==> src/rtl/arcade_input_mapper_if.sv <==
`default_nettype none
// ============================================================================
// Module      : arcade_input_mapper_if
// Description : ioctl download bus from hps_io to the arcade input mapper.
//               master = hps_io side (drives), slave = mapper side (samples).
//               Members: ioctl_wr (write strobe), ioctl_index (stream id),
//               ioctl_addr (byte address), ioctl_dout (byte data).
// Revision    : 1.0 - initial release
// ============================================================================
interface arcade_input_mapper_if;
    logic        ioctl_wr;
    logic [7:0]  ioctl_index;
    logic [24:0] ioctl_addr;
    logic [7:0]  ioctl_dout;

    modport master (
        output ioctl_wr,
        output ioctl_index,
        output ioctl_addr,
        output ioctl_dout
    );

    modport slave (
        input ioctl_wr,
        input ioctl_index,
        input ioctl_addr,
        input ioctl_dout
    );
endinterface
`default_nettype wire

==> src/rtl/arcade_input_mapper.sv <==
`default_nettype none
// ============================================================================
// Module      : arcade_input_mapper
// Description : Player-input front end. Merges PS/2 key events and HPS
//               joystick words into per-player active-low control buses,
//               stretches coin pulses, captures DIP banks and the ROM-variant
//               byte from the ioctl stream.
// Ports       : clk_49m     - single clock
//               reset       - asynchronous active-low reset (release is
//                             resynchronised internally)
//               ps2_key     - [10] toggle, [9] pressed, [7:0] scan code
//               joystick    - 16 bits per player ([0]R [1]L [2]D [3]U)
//               autofire    - per-player autofire request
//               ioctl       - download bus (slave modport)
//               p_joystick  - active-low {R,L,D,U} per player
//               p_buttons   - active-low buttons, button 0 in slice LSB
//               start_n / coin_n / service_n - active-low
//               dip_sw      - inverted DIP bytes, bank 0 in [7:0]
//               variant     - ROM-variant byte
// Options     : ARCADE_INPUT_AUTOFIRE_EN - enables autofire on button 0
// Revision    : 1.0 - initial release
// ============================================================================
module arcade_input_mapper #(
    parameter int          PLAYERS      = 2,
    parameter int          BUTTONS      = 2,
    parameter int          START_BIT    = 6,
    parameter int          COIN_BIT     = 7,
    parameter int          DIP_BANKS    = 2,
    parameter logic [15:0] COIN_PULSE   = 16'd4096,
    parameter logic [19:0] AUTOFIRE_DIV = 20'd400000
) (
    input  wire logic                         clk_49m,
    input  wire logic                         reset,
    input  wire logic [10:0]                  ps2_key,
    input  wire logic [16*PLAYERS-1:0]        joystick,
    input  wire logic [PLAYERS-1:0]           autofire,
    arcade_input_mapper_if.slave              ioctl,
    output logic      [4*PLAYERS-1:0]         p_joystick,
    output logic      [BUTTONS*PLAYERS-1:0]   p_buttons,
    output logic      [PLAYERS-1:0]           start_n,
    output logic      [PLAYERS-1:0]           coin_n,
    output logic                              service_n,
    output logic      [8*DIP_BANKS-1:0]       dip_sw,
    output logic      [7:0]                   variant
);

    // Key register slots: 6 per keyboard player (U,D,L,R,B0,B1), then
    // start0/1, coin0/1 and service.
    localparam int c_NUM_KEYS  = 17;
    localparam int c_K_START0  = 12;
    localparam int c_K_COIN0   = 14;
    localparam int c_K_SERVICE = 16;

    // ------------------------------------------------------------------
    // Reset: assertion is asynchronous, release passes two flops.
    // ------------------------------------------------------------------
    logic [1:0] r_rst_sync;
    logic       w_rst_n;

    always_ff @(posedge clk_49m or negedge reset) begin
        if (!reset) begin
            r_rst_sync <= 2'b00;
        end else begin
            r_rst_sync <= {r_rst_sync[0], 1'b1};
        end
    end

    assign w_rst_n = r_rst_sync[1];

    // ------------------------------------------------------------------
    // Keyboard event decode
    // ------------------------------------------------------------------
    logic                  r_ps2_tog;
    logic [c_NUM_KEYS-1:0] r_keys;
    logic [4:0]            w_key_idx;
    logic                  w_key_valid;
    logic                  w_ps2_event;

    always_comb begin
        w_key_valid = 1'b1;
        w_key_idx   = 5'd0;
        case (ps2_key[7:0])
            8'h75:   w_key_idx = 5'd0;
            8'h72:   w_key_idx = 5'd1;
            8'h6B:   w_key_idx = 5'd2;
            8'h74:   w_key_idx = 5'd3;
            8'h14:   w_key_idx = 5'd4;
            8'h11:   w_key_idx = 5'd5;
            8'h2D:   w_key_idx = 5'd6;
            8'h2B:   w_key_idx = 5'd7;
            8'h23:   w_key_idx = 5'd8;
            8'h34:   w_key_idx = 5'd9;
            8'h1C:   w_key_idx = 5'd10;
            8'h1B:   w_key_idx = 5'd11;
            8'h16:   w_key_idx = 5'd12;
            8'h1E:   w_key_idx = 5'd13;
            8'h2E:   w_key_idx = 5'd14;
            8'h36:   w_key_idx = 5'd15;
            8'h46:   w_key_idx = 5'd16;
            default: w_key_valid = 1'b0;
        endcase
    end

    // Any change of the toggle bit is one key event.
    assign w_ps2_event = ps2_key[10] ^ r_ps2_tog;

    always_ff @(posedge clk_49m or negedge w_rst_n) begin
        if (!w_rst_n) begin
            r_ps2_tog <= 1'b0;
            r_keys    <= '0;
        end else begin
            r_ps2_tog <= ps2_key[10];
            if (w_ps2_event && w_key_valid) begin
                r_keys[w_key_idx] <= ps2_key[9];
            end
        end
    end

    // ------------------------------------------------------------------
    // Service key
    // ------------------------------------------------------------------
    logic r_service_n;

    always_ff @(posedge clk_49m or negedge w_rst_n) begin
        if (!w_rst_n) begin
            r_service_n <= 1'b1;
        end else begin
            r_service_n <= ~r_keys[c_K_SERVICE];
        end
    end

    assign service_n = r_service_n;

    // ------------------------------------------------------------------
    // Shared autofire prescaler
    // ------------------------------------------------------------------
`ifdef ARCADE_INPUT_AUTOFIRE_EN
    logic [19:0] r_af_pre;
    logic        w_af_wrap;

    assign w_af_wrap = (r_af_pre == AUTOFIRE_DIV - 20'd1);

    always_ff @(posedge clk_49m or negedge w_rst_n) begin
        if (!w_rst_n) begin
            r_af_pre <= 20'd0;
        end else begin
            r_af_pre <= w_af_wrap ? 20'd0 : r_af_pre + 20'd1;
        end
    end
`endif

    // ------------------------------------------------------------------
    // Per-player merge, coin stretch and output registers
    // ------------------------------------------------------------------
    for (genvar p = 0; p < PLAYERS; p++) begin : g_player
        logic [15:0]        w_joy;
        logic [5:0]         w_kp;
        logic               w_kstart;
        logic               w_kcoin;
        logic               w_up, w_down, w_left, w_right;
        logic               w_start, w_coin;
        logic [BUTTONS-1:0] w_btn;
        logic [BUTTONS-1:0] w_btn_eff;
        logic [3:0]         r_joy_n;
        logic [BUTTONS-1:0] r_btn_n;
        logic               r_start_n;
        logic               r_coin_n;
        logic               r_coin_prev;
        logic [15:0]        r_coin_cnt;

        assign w_joy = joystick[16*p +: 16];

        // Only players 0 and 1 have a keyboard map.
        if (p < 2) begin : g_kbd
            assign w_kp     = r_keys[6*p +: 6];
            assign w_kstart = r_keys[c_K_START0 + p];
            assign w_kcoin  = r_keys[c_K_COIN0 + p];
        end else begin : g_nokbd
            assign w_kp     = 6'd0;
            assign w_kstart = 1'b0;
            assign w_kcoin  = 1'b0;
        end

        assign w_up    = w_kp[0] | w_joy[3];
        assign w_down  = w_kp[1] | w_joy[2];
        assign w_left  = w_kp[2] | w_joy[1];
        assign w_right = w_kp[3] | w_joy[0];
        assign w_start = w_kstart | w_joy[START_BIT];
        assign w_coin  = w_kcoin  | w_joy[COIN_BIT];

        for (genvar b = 0; b < BUTTONS; b++) begin : g_btn
            assign w_btn[b] = w_kp[4+b] | w_joy[4+b];
            if (b == 0) begin : g_b0
`ifdef ARCADE_INPUT_AUTOFIRE_EN
                logic r_b0_prev;
                logic r_af_phase;
                logic w_b0_edge;

                assign w_b0_edge = w_btn[0] & ~r_b0_prev;

                // The press edge forces the "fire" phase so the first shot
                // is not delayed by the free-running prescaler.
                always_ff @(posedge clk_49m or negedge w_rst_n) begin
                    if (!w_rst_n) begin
                        r_b0_prev  <= 1'b0;
                        r_af_phase <= 1'b0;
                    end else begin
                        r_b0_prev <= w_btn[0];
                        if (w_b0_edge) begin
                            r_af_phase <= 1'b1;
                        end else if (w_af_wrap) begin
                            r_af_phase <= ~r_af_phase;
                        end
                    end
                end

                assign w_btn_eff[0] = autofire[p]
                                    ? (w_btn[0] & (w_b0_edge | r_af_phase))
                                    : w_btn[0];
`else
                assign w_btn_eff[0] = w_btn[0];
`endif
            end else begin : g_bn
                assign w_btn_eff[b] = w_btn[b];
            end
        end

        // r_coin_prev is part of the low condition so a long hold keeps
        // coin_n low one clock past the release (width = held + 1).
        always_ff @(posedge clk_49m or negedge w_rst_n) begin
            if (!w_rst_n) begin
                r_joy_n     <= 4'hF;
                r_btn_n     <= '1;
                r_start_n   <= 1'b1;
                r_coin_n    <= 1'b1;
                r_coin_prev <= 1'b0;
                r_coin_cnt  <= 16'd0;
            end else begin
                r_joy_n     <= ~{w_right, w_left, w_down, w_up};
                r_btn_n     <= ~w_btn_eff;
                r_start_n   <= ~w_start;
                r_coin_prev <= w_coin;
                if (w_coin && !r_coin_prev) begin
                    r_coin_cnt <= COIN_PULSE - 16'd1;
                end else if (r_coin_cnt != 16'd0) begin
                    r_coin_cnt <= r_coin_cnt - 16'd1;
                end
                r_coin_n <= ~(w_coin | r_coin_prev | (r_coin_cnt != 16'd0));
            end
        end

        assign p_joystick[4*p +: 4]             = r_joy_n;
        assign p_buttons[BUTTONS*p +: BUTTONS] = r_btn_n;
        assign start_n[p]                       = r_start_n;
        assign coin_n[p]                        = r_coin_n;
    end

    // ------------------------------------------------------------------
    // ioctl capture. Deliberately outside reset: downloads happen once at
    // load time and must survive OSD/user resets.
    // ------------------------------------------------------------------
    logic [8*DIP_BANKS-1:0] r_dip     = '0;
    logic [7:0]             r_variant = 8'h00;

    always_ff @(posedge clk_49m) begin
        if (ioctl.ioctl_wr && ioctl.ioctl_index == 8'd254) begin
            for (int b = 0; b < DIP_BANKS; b++) begin
                if (ioctl.ioctl_addr == 25'(b)) begin
                    r_dip[8*b +: 8] <= ioctl.ioctl_dout;
                end
            end
        end
        if (ioctl.ioctl_wr && ioctl.ioctl_index == 8'd1 &&
            ioctl.ioctl_addr == 25'd0) begin
            r_variant <= ioctl.ioctl_dout;
        end
    end

    assign dip_sw  = ~r_dip;
    assign variant = r_variant;

    // Inputs that are legitimately unused in some configurations.
    logic w_unused;
    assign w_unused = ^{ps2_key[8], joystick, autofire, AUTOFIRE_DIV};

endmodule
`default_nettype wire
==> src/flat_wrapper.sv <==
// flat-port wrapper written by rule: the top's interface ports become plain ports
module arcade_input_mapper_flat 
#(
    parameter int          PLAYERS      = 2,
    parameter int          BUTTONS      = 2,
    parameter int          START_BIT    = 6,
    parameter int          COIN_BIT     = 7,
    parameter int          DIP_BANKS    = 2,
    parameter logic [15:0] COIN_PULSE   = 16'd4096,
    parameter logic [19:0] AUTOFIRE_DIV = 20'd400000
)
  (clk_49m, reset, ps2_key, joystick, autofire, p_joystick, p_buttons, start_n, coin_n, service_n, dip_sw, variant, ioctl_ioctl_wr, ioctl_ioctl_index, ioctl_ioctl_addr, ioctl_ioctl_dout);
  arcade_input_mapper_if ioctl_i ();
  input  wire logic clk_49m;
  input  wire logic reset;
  input  wire logic [10:0] ps2_key;
  input  wire logic [16*PLAYERS-1:0] joystick;
  input  wire logic [PLAYERS-1:0] autofire;
  output logic      [4*PLAYERS-1:0] p_joystick;
  output logic      [BUTTONS*PLAYERS-1:0] p_buttons;
  output logic      [PLAYERS-1:0] start_n;
  output logic      [PLAYERS-1:0] coin_n;
  output logic service_n;
  output logic      [8*DIP_BANKS-1:0] dip_sw;
  output logic      [7:0] variant;
  input wire logic [$bits(ioctl_i.ioctl_wr)-1:0] ioctl_ioctl_wr;
  input wire logic [$bits(ioctl_i.ioctl_index)-1:0] ioctl_ioctl_index;
  input wire logic [$bits(ioctl_i.ioctl_addr)-1:0] ioctl_ioctl_addr;
  input wire logic [$bits(ioctl_i.ioctl_dout)-1:0] ioctl_ioctl_dout;
  assign ioctl_i.ioctl_wr = ioctl_ioctl_wr;
  assign ioctl_i.ioctl_index = ioctl_ioctl_index;
  assign ioctl_i.ioctl_addr = ioctl_ioctl_addr;
  assign ioctl_i.ioctl_dout = ioctl_ioctl_dout;
  arcade_input_mapper #(.PLAYERS(PLAYERS), .BUTTONS(BUTTONS), .START_BIT(START_BIT), .COIN_BIT(COIN_BIT), .DIP_BANKS(DIP_BANKS), .COIN_PULSE(COIN_PULSE), .AUTOFIRE_DIV(AUTOFIRE_DIV)) u_core (.clk_49m(clk_49m), .reset(reset), .ps2_key(ps2_key), .joystick(joystick), .autofire(autofire), .ioctl(ioctl_i), .p_joystick(p_joystick), .p_buttons(p_buttons), .start_n(start_n), .coin_n(coin_n), .service_n(service_n), .dip_sw(dip_sw), .variant(variant));
endmodule
==> config.mk <==
export PLATFORM = sky130hd
export DESIGN_NAME = arcade_input_mapper_flat
export DESIGN_NICKNAME = d
export VERILOG_FILES = /design/src/rtl/arcade_input_mapper_if.sv /design/src/rtl/arcade_input_mapper.sv /design/src/flat_wrapper.sv
export SDC_FILE = /design/constraint.sdc
export NUM_CORES = 1
export LEC_CHECK = 0
export CAP_MARGIN = 20
export CORE_AREA = 2 2 70 138
export DETAILED_ROUTE_END_ITERATION = 10
export DIE_AREA = 0 0 72 140
export PLACE_DENSITY_LB_ADDON = 0.25
export SLEW_MARGIN = 20
export SYNTH_ARGS = -nofsm -noshare
export SYNTH_HDL_FRONTEND = slang
export SYNTH_SLANG_ARGS = --single-unit
==> constraint.sdc <==
create_clock -name clk_49m -period 3.45 [get_ports clk_49m]
set_input_delay 0.8625 -clock clk_49m [delete_from_list [all_inputs] [get_ports clk_49m]]
set_output_delay 0.8625 -clock clk_49m [all_outputs]
set_load 0.005 [all_outputs]
# After elaboration in Yosys (flattened, before gate mapping)
# Cells that the tools add are included.
# Widths: inputs -> output; s select.
dict set report totals {
  ff_bits 95
  inputBits 89
  out_inout_bits 41
  elab_cells 100
}
dict set report classes {
  add_sub_neg 2
  magnitude_cmp 2
  n_eq_ne 20
  muxes 9
  bitwise_logic 31
  n_reduce_logical 17
}
# cell n
set op_table {}
lappend op_table {{$pmux 5 s16} 1}
lappend op_table {{$mux 16} 4}
lappend op_table {{$eq 8x5->1 const B} 6}
lappend op_table {{$eq 8x6->1 const B} 6}
lappend op_table {{$eq 8x7->1 const B} 5}
lappend op_table {{$reduce_bool 16->1} 2}
lappend op_table {{$sub 16x1->16 const B} 2}
lappend op_table {{$eq 25x1->1 const B} 1}
lappend op_table {{$logic_not 25->1} 1}
lappend op_table {{$or 1x1->1} 20}
lappend op_table {{$bwmux 17} 1}
lappend op_table {{$reduce_or 17->1} 1}
lappend op_table {{$not 16->16} 1}
lappend op_table {{$eq 8x1->1 const B} 1}
lappend op_table {{$eq 8x8->1 const B} 1}
lappend op_table {{$not 4->4} 2}
lappend op_table {{$logic_and 1x1->1} 7}
lappend op_table {{$lt 5x6->1 const B} 1}
lappend op_table {{$demux 1 s5} 1}
lappend op_table {{$ge 5x1->1 const B} 1}
lappend op_table {{$not 1->1} 5}
lappend op_table {{$not 2->2} 2}
lappend op_table {{$reduce_and 2->1} 2}
lappend op_table {{$reduce_bool 2->1} 2}
lappend op_table {{other kinds (3)} 5}

# Longest topological paths before layout
# Gate-level depths: netlist (run 1).
dict set report depth {
  word_depth 7
  depth_mapped 8
  mapped_depth_nobuf 7
}

# Least setup slack after synthesis (run 1)
# No wires, ideal clock.
dict set report synth_timing {
  kind {input -> register}
  from {input port ps2_key[6]}
  to {register u_core.r_keys[10]}
  setup_time_ns 0.125
  arrival_ns 2.659
  required_ns 3.325
  path_slack_ns 0.667
  cell_stages 7
  n_path_buf 1
  cell_sequence {clkbuf_1 > nor2_1 > nand2_1 > o311ai_0 > o211ai_1 > nor2_1 > mux2_2}
}
dict set report synth_between {
  elab_chain_len 7
  elab_cells_between_ends 27
  cone_classes {2 x order compare; 17 x eq/ne; 5 x mux; 3 x reduce/logical}
}
# item line
set synth_lines {}
lappend synth_lines {{start, declared} flat_wrapper.sv:16} ;# input wire logic [10:0] ps2_key;
lappend synth_lines {{$eq 8x7->1, or another cell as far along} arcade_input_mapper.sv:82} ;# case (ps2_key[7:0])
lappend synth_lines {{$pmux 5 s16} arcade_input_mapper.sv:82}
lappend synth_lines {{$lt 5x6->1 (implied by the code) / $ge 5x1->1 (equally long branches)} arcade_input_mapper.sv:114} ;# r_keys[w_key_idx] <= ps2_key[9];
lappend synth_lines {{$logic_and 1x1->1 (implied by the code)} arcade_input_mapper.sv:114}
lappend synth_lines {{$mux 1 (implied by the code)} arcade_input_mapper.sv:114}
lappend synth_lines {{$demux 1 s5} n/a}
lappend synth_lines {{$bwmux 17} arcade_input_mapper.sv:114}
lappend synth_lines {{end signal, assigned by index} arcade_input_mapper.sv:114}
lappend synth_lines {{end, declared} arcade_input_mapper.sv:74} ;# logic [c_NUM_KEYS-1:0] r_keys;
# Parallel ways exist; a longest one is shown, timed or not.
# A chain may end at the register's enable or synchronous reset.

# Final worst setup path (run 1)
dict set report layout_timing {
  from {input port ps2_key[1]}
  to {register u_core.r_keys[0]}
}
# Same word-level chain as after synthesis.

==> results of run 1 <==
-- critical path: stages --
cell,delay (ps)
clkdlybuf4s50_1,650
and3b_1,310
o2111ai_1,280
o311ai_0,180
buf_4,180
nor4_1,420
buf_4,210
nand2_1,60
mux2_2,290
-- state kept, by name, summed over array words and instances, names as in the netlist --
name and count:
u_core.r_ps2_tog 1, u_core.g_player.r_coin_cnt 32, u_core.r_rst_sync 2, u_core.service_n 1, u_core.r_keys 17, u_core.g_player.r_btn_n 4
u_core.r_dip 16, u_core.g_player.r_coin_prev 2, u_core.g_player.r_coin_n 2, u_core.g_player.r_joy_n 8, u_core.g_player.r_start_n 2, u_core.variant 8
-- stage by stage --
step	power (uW)	utilization	hold WS (ps)	worst slack (ps)
4_1_cts	2579	0.6746	356.8	224.1
3_3_place_gp	1585	0.6411	338.2	-113.2
5_1_grt	2656	0.6746	385.3	117.9
6_report	2552	0.6746	352.6	219.1
2_1_floorplan	1428	-	331.2	666.5
3_5_place_dp	1606	0.6411	334.6	-130.0
-- cell type report --
cell class                      instances  share of cell area
Clock inverter                          4            0.005763
Sequential cell                        95              0.4145
Timing Repair Buffer                  133              0.2095
Tap cell                              102             0.02099
Inverter                               25             0.01544
Clock buffer                           12             0.04384
Multi-Input combinational cell        268              0.2900
-- placed cells by master (no fill, tap or decap), drive strengths merged, types with 5 or more instances in the layout --
master,count
clkbuf,12
nand3b,8
clkdlybuf4s50,110
nand2,29
inv,27
nor2b,7
a21oi,6
nor2,38
edfxtp,24
nor4,10
nand2b,10
nor3,15
o21ai,14
xnor2,8
nand4,5
or3,19
o211ai,7
nand3,11
mux2,17
dfrtp,54
dfstp,17
xor2,9
buf,23
-- routing by layer --
metal	track usage	vias up	share of wire
met5	0	-	0
met1	0.2013	1686	0.33
met4	0.09335	0	0.027
met3	0.04748	16	0.053
li1	-	1704	-
met2	0.4308	112	0.59
-- worst max-delay path by stage --
stage / from / to / slack [ps] / depth (start not counted)
2_1_floorplan: ps2_key[6] / u_core.r_keys[10] / 670 / 7
3_3_place_gp: ps2_key[1] / u_core.r_keys[8] / -110 / 9
3_5_place_dp: ps2_key[1] / u_core.r_keys[8] / -130 / 9
4_1_cts: ps2_key[1] / u_core.r_keys[0] / 220 / 9
5_1_grt: ps2_key[1] / u_core.r_keys[0] / 120 / 9
6_report: ps2_key[1] / u_core.r_keys[0] / 220 / 9
-- cells by family (layout without fill, tap and decap cells) --
kind of cell	count (synthesis)	count (layout)
flops	95	95
mux	17	17
simple gates	179	179
fa+ha+maj	4	4
buf+inv	41	174
compound gates	50	50
xor+xnor	17	17
other cells	1	1
-- power by group through the flow --
stage	sequential, uW	clock (uW)	combinational (uW)
3_3_place_gp	1290	0	295
6_report	1270	968	310
5_1_grt	1280	1040	339
4_1_cts	1270	992	313
3_5_place_dp	1290	0	311
2_1_floorplan	1290	0	141
==> metrics.txt, run 1 <==
status completed; DR vias/cell 5.505; clock power share 0.379; Storage cell area 2520 sq um; Synth Area in Adders 0.01124; flip-flop and latch count after synthesis 95; Die Height 140 um; number of global-route vias before repair 3626; Reg2Reg Setup Slack 920 ps; Synth area leaders dfrtp_1 (30%), edfxtp_1 (16%), dfstp_2 (10%); CTS Sinks 95; initial antenna violation count 0; share of cells above drive strength 1 0.1620; Internal 1949 uW; worst relative slew slack 0.3976; fraction of registers with async set or reset after synthesis 0.7474; clk slew on worst S/H paths 70 ps; Synth Area in Compound Gates 0.07952; # Post-CTS Setup Buffers 0; Top FF cell, synth dfrtp_1; nets@finish 625; Synth cell types 58; cts bufs inserted 9; post_cts resized 0; critical path launch point type input port; Synthesis Warnings 0; top-area cell type share of the netlist area 0.3035; Required @ worst endpoint 3670 ps; DRT Pass-1 Iters 4; Achievable Freq 0.3095 GHz; final critical-path share of the clock period 0.9365; Initial Utilization 0.4941; Clock Tree Root clkbuf_16; DRC 0; largest family of logic cells by synthesized area simple AND/OR/NAND/NOR gates; maximum vdd drop 0.0002573 V; Avg Cell Area, Syn 11.02 sq um; RSZ-0062 raised after global routing false; worst r2r path cells 6; switching power 602.6 uW; Post-Synth XOR/XNOR Area 0.03344; Syn Inst Count 404; actual slew at the worst max-slew pin 903.6 ps; pwr dens 419.7 nW/um^2; area of the multi-input gates 1763 sq um; row cnt 49; DR WL/cell 16.49 um; Placed Cells 623; post-synthesis cell area 4453 sq um; Final min period 3231 ps; Clock Skew 6.667 ps; GR Util All Layers 0.2177; # setup viols final 0; Worst-Skew Late Latency 340 ps; wire length of the first global-routing pass 16720 um; simple-gate portion of the synthesized area 0.2265; area leader, netlist dfrtp_1; Antenna Violating Nets Remaining 0; Worst Min Path Start u_core.r_rst_sync[0]; routed via count 3518; CTS tree yes; design area 6080 sq um; clk buf depth 2; Post-Route WL 10540 um; Non-Filler Instances 639; DP Area 5778 sq um; core area 9012 sq um; CP Data Arrival Time 3450 ps; crit path kind in2reg; top-count cell post-synth dfrtp_1; RePlAce Congestion 0.8638; Pleak 0.002317 uW; HPWL after DPL 8344 um; Die ar. 10080 sq um; final hold vios 0; type of the tightest min-delay check reg2reg; mux cell area share after synthesis 0.04299; RR Startpoint u_core.g_player[1].r_coin_cnt[10]; buffers added on ports 110; number of synthesized flops with an enable pin 24; post-synth net total 497; most common library cells after synthesis dfrtp_1 (54), nor2_1 (38), nand2_1 (29); r2r endpoint u_core.g_player[1].r_coin_cnt[10]; Fillers 709; Flop pwr share 0.499; combinational power share 0.121; Diodes inserted 0; WHS Endpoint u_core.r_rst_sync[1]; cts-stage hold buffer count 0; WHS Path Cells 0; synthesis-to-finish area growth 36.53%; critical path peak fanout 14; Sw Ratio 0.2361; initial DRC count 159; die span in x 72 um; CP endpoint kind flop; largest net degree at the start of global routing 41; num ports 130; H-tree Lvls 3; Setup TNS 0 ps; part of the Yosys area used for sequential elements 0.5656; grt total ovfl 0; Max Cap Viol 0; final slew viol count 0
Power figures use the tool's default switching activity.
==> run 2: changes to the inputs <==
Settings changed: CORE_AREA 2 2 70 138 to 2 2 72 142, DIE_AREA 0 0 72 140 to 0 0 74 144.
Clock period 3.45 ns to 3.7 ns, I/O delays scaled along.
==> run 2 against run 1 <==
  * Combinational power is 9.7% lower
  * Via count is 0.37% lower
  * Clock skew is 0.55 ps higher
  * Sequential share of layout area is 0.21 points higher
  * Routed wire length is 1.4% lower
  * Hold slack worse by 47 ps
  * Critical endpoint is now u_core.r_keys[2]
  * Highest routed layer unchanged
==> metrics.txt, run 2 (synthesized netlist as in run 1, its figures left out) <==
HPWL after DPL 8219 um; Final min period 3205 ps; Final Util 0.6277; status completed; pwr dens 389.9 nW/um^2; Largest register FFs 32; DR vias/cell 5.303; RePlAce Congestion 0.9758; top flop regs u_core.g_player.r_coin_cnt x32, u_core.r_keys x17, u_core.r_dip x16; wire length of the first global-routing pass 16770 um; final hold vios 0; share of cells above drive strength 1 0.1474; Worst-Skew Late Latency 350 ps; number of global-route vias before repair 3630; clk slew on worst S/H paths 70 ps; GR Layer Usage met3 0.03624; clock power share 0.378; Initial Utilization 0.4621; type of the tightest min-delay check reg2async; # setup viols final 0; Max Cap Viol 0; clk buf depth 2; worst r2r path cells 6; combinational power share 0.119; met2 global-route usage 0.3933; Achievable Freq 0.3120 GHz; Pleak 0.002270 uW; GR Util All Layers 0.2051; cts bufs inserted 9; worst relative slew slack 0.3437; CTS Sinks 95; largest net degree at the start of global routing 40; actual slew at the worst max-slew pin 972.1 ps; grt total ovfl 0; Fillers 776; most frequent cells in the layout clkdlybuf4s50_1 (110), dfrtp_1 (53), nor2_1 (38); row cnt 51; r2r endpoint u_core.g_player[0].r_coin_cnt[9]; Internal 1766 uW; critical path peak fanout 12; switching power 591.7 uW; post_cts resized 0; synthesis-to-finish area growth 35.82%; RSZ-0062 raised after global routing false; final slew viol count 0; Die Height 144 um; Antenna Violating Nets Remaining 0; Flop pwr share 0.503; core area 9635 sq um; Storage cell area 2520 sq um; Clock Tree Root clkbuf_16; critical path launch point type input port; H-tree Lvls 3; Diodes inserted 0; Clock Skew 7.217 ps; total power 2358 uW; Non-Filler Instances 661; Top Usage Layer GRT met2; Die ar. 10660 sq um; Sw Ratio 0.2509; Top reg by flops u_core.g_player.r_coin_cnt; CP endpoint kind flop; initial DRC count 214; Reg2Reg Setup Slack 1090 ps; crit path kind in2reg; CTS tree yes; CP Data Arrival Time 3430 ps; nets@finish 617; met1 Usage GRT 0.2074; maximum vdd drop 0.0003150 V; Post-Route WL 10390 um; Placed Cells 645; cts-stage hold buffer count 0; commonest non-fill, non-tap cell in the layout clkdlybuf4s50_1; final critical-path share of the clock period 0.8662; Required @ worst endpoint 3930 ps; routed via count 3505; DRC 0; die span in x 74 um; buffers added on ports 110; num ports 130; RR Startpoint u_core.g_player[0].r_coin_cnt[8]; area of the multi-input gates 1763 sq um; Setup TNS 0 ps; # Post-CTS Setup Buffers 0; worst hold slack 305.7 ps; DRT Pass-1 Iters 4; DR WL/cell 15.72 um; initial antenna violation count 0
[run 2: changes by cell type in the layout (fill, tap and decap cells not counted)]
cell / change
buf_4: -8
clkbuf_8: -3
clkinv_1: +1
clkinv_4: -1
clkinv_8: +1
clkinvlp_4: +1
inv_6: -1
inv_8: +2
[run 2: final cells by class]
| type | count | share of cell area |
|---|---|---|
| Tap cell | 132 | 0.02731 |
| Inverter | 25 | 0.01552 |
| Clock inverter | 7 | 0.01117 |
| Multi-Input combinational cell | 268 | 0.2915 |
| Sequential cell | 95 | 0.4166 |
| Timing Repair Buffer | 125 | 0.2007 |
| Clock buffer | 9 | 0.03724 |
[run 2: power by group through the flow]
| stage | Clock, uW | Combinational (uW) | Sequential (uW) |
|---|---|---|---|
| after floorplan | 0 | 131 | 1200 |
| after global placement | 0 | 271 | 1200 |
| after detailed placement | 0 | 282 | 1210 |
| after CTS | 913 | 283 | 1190 |
| after global routing | 959 | 310 | 1190 |
| final | 892 | 280 | 1190 |
[run 2: worst max-delay path by stage]
stage / slack [ps] / cells past startpoint / end / start
floorplan: 850 / 7 / u_core.r_keys[10] / ps2_key[6]
global placement: 200 / 7 / u_core.r_keys[2] / ps2_key[4]
finish: 500 / 7 / u_core.r_keys[2] / ps2_key[4]
global route: 360 / 8 / u_core.r_keys[9] / ps2_key[4]
detailed placement: 140 / 7 / u_core.r_keys[2] / ps2_key[4]
CTS: 500 / 7 / u_core.r_keys[2] / ps2_key[4]
[run 2: metrics by stage]
step	instance area (sq um)	setup WS (ps)
CTS	6048	501.9
floorplan	4453	854.0
global route	6048	357.6
detailed placement	5756	138.4
finish	6048	495.2
global placement	5756	199.4
[run 2: worst max-delay path, stage by stage]
cell and delay, ps:
clkdlybuf4s50_1 710, or3b_2 480, a211oi_1 300, o211ai_1 180, or3_1 380, nor2_1 120, mux2_2 340
[run 2: metal layers]
metal,routed length [um],up-vias
met2,5915,111
met3,554,20
met1,3626,1690
li1,-,1684
met4,296,0
met5,0,-
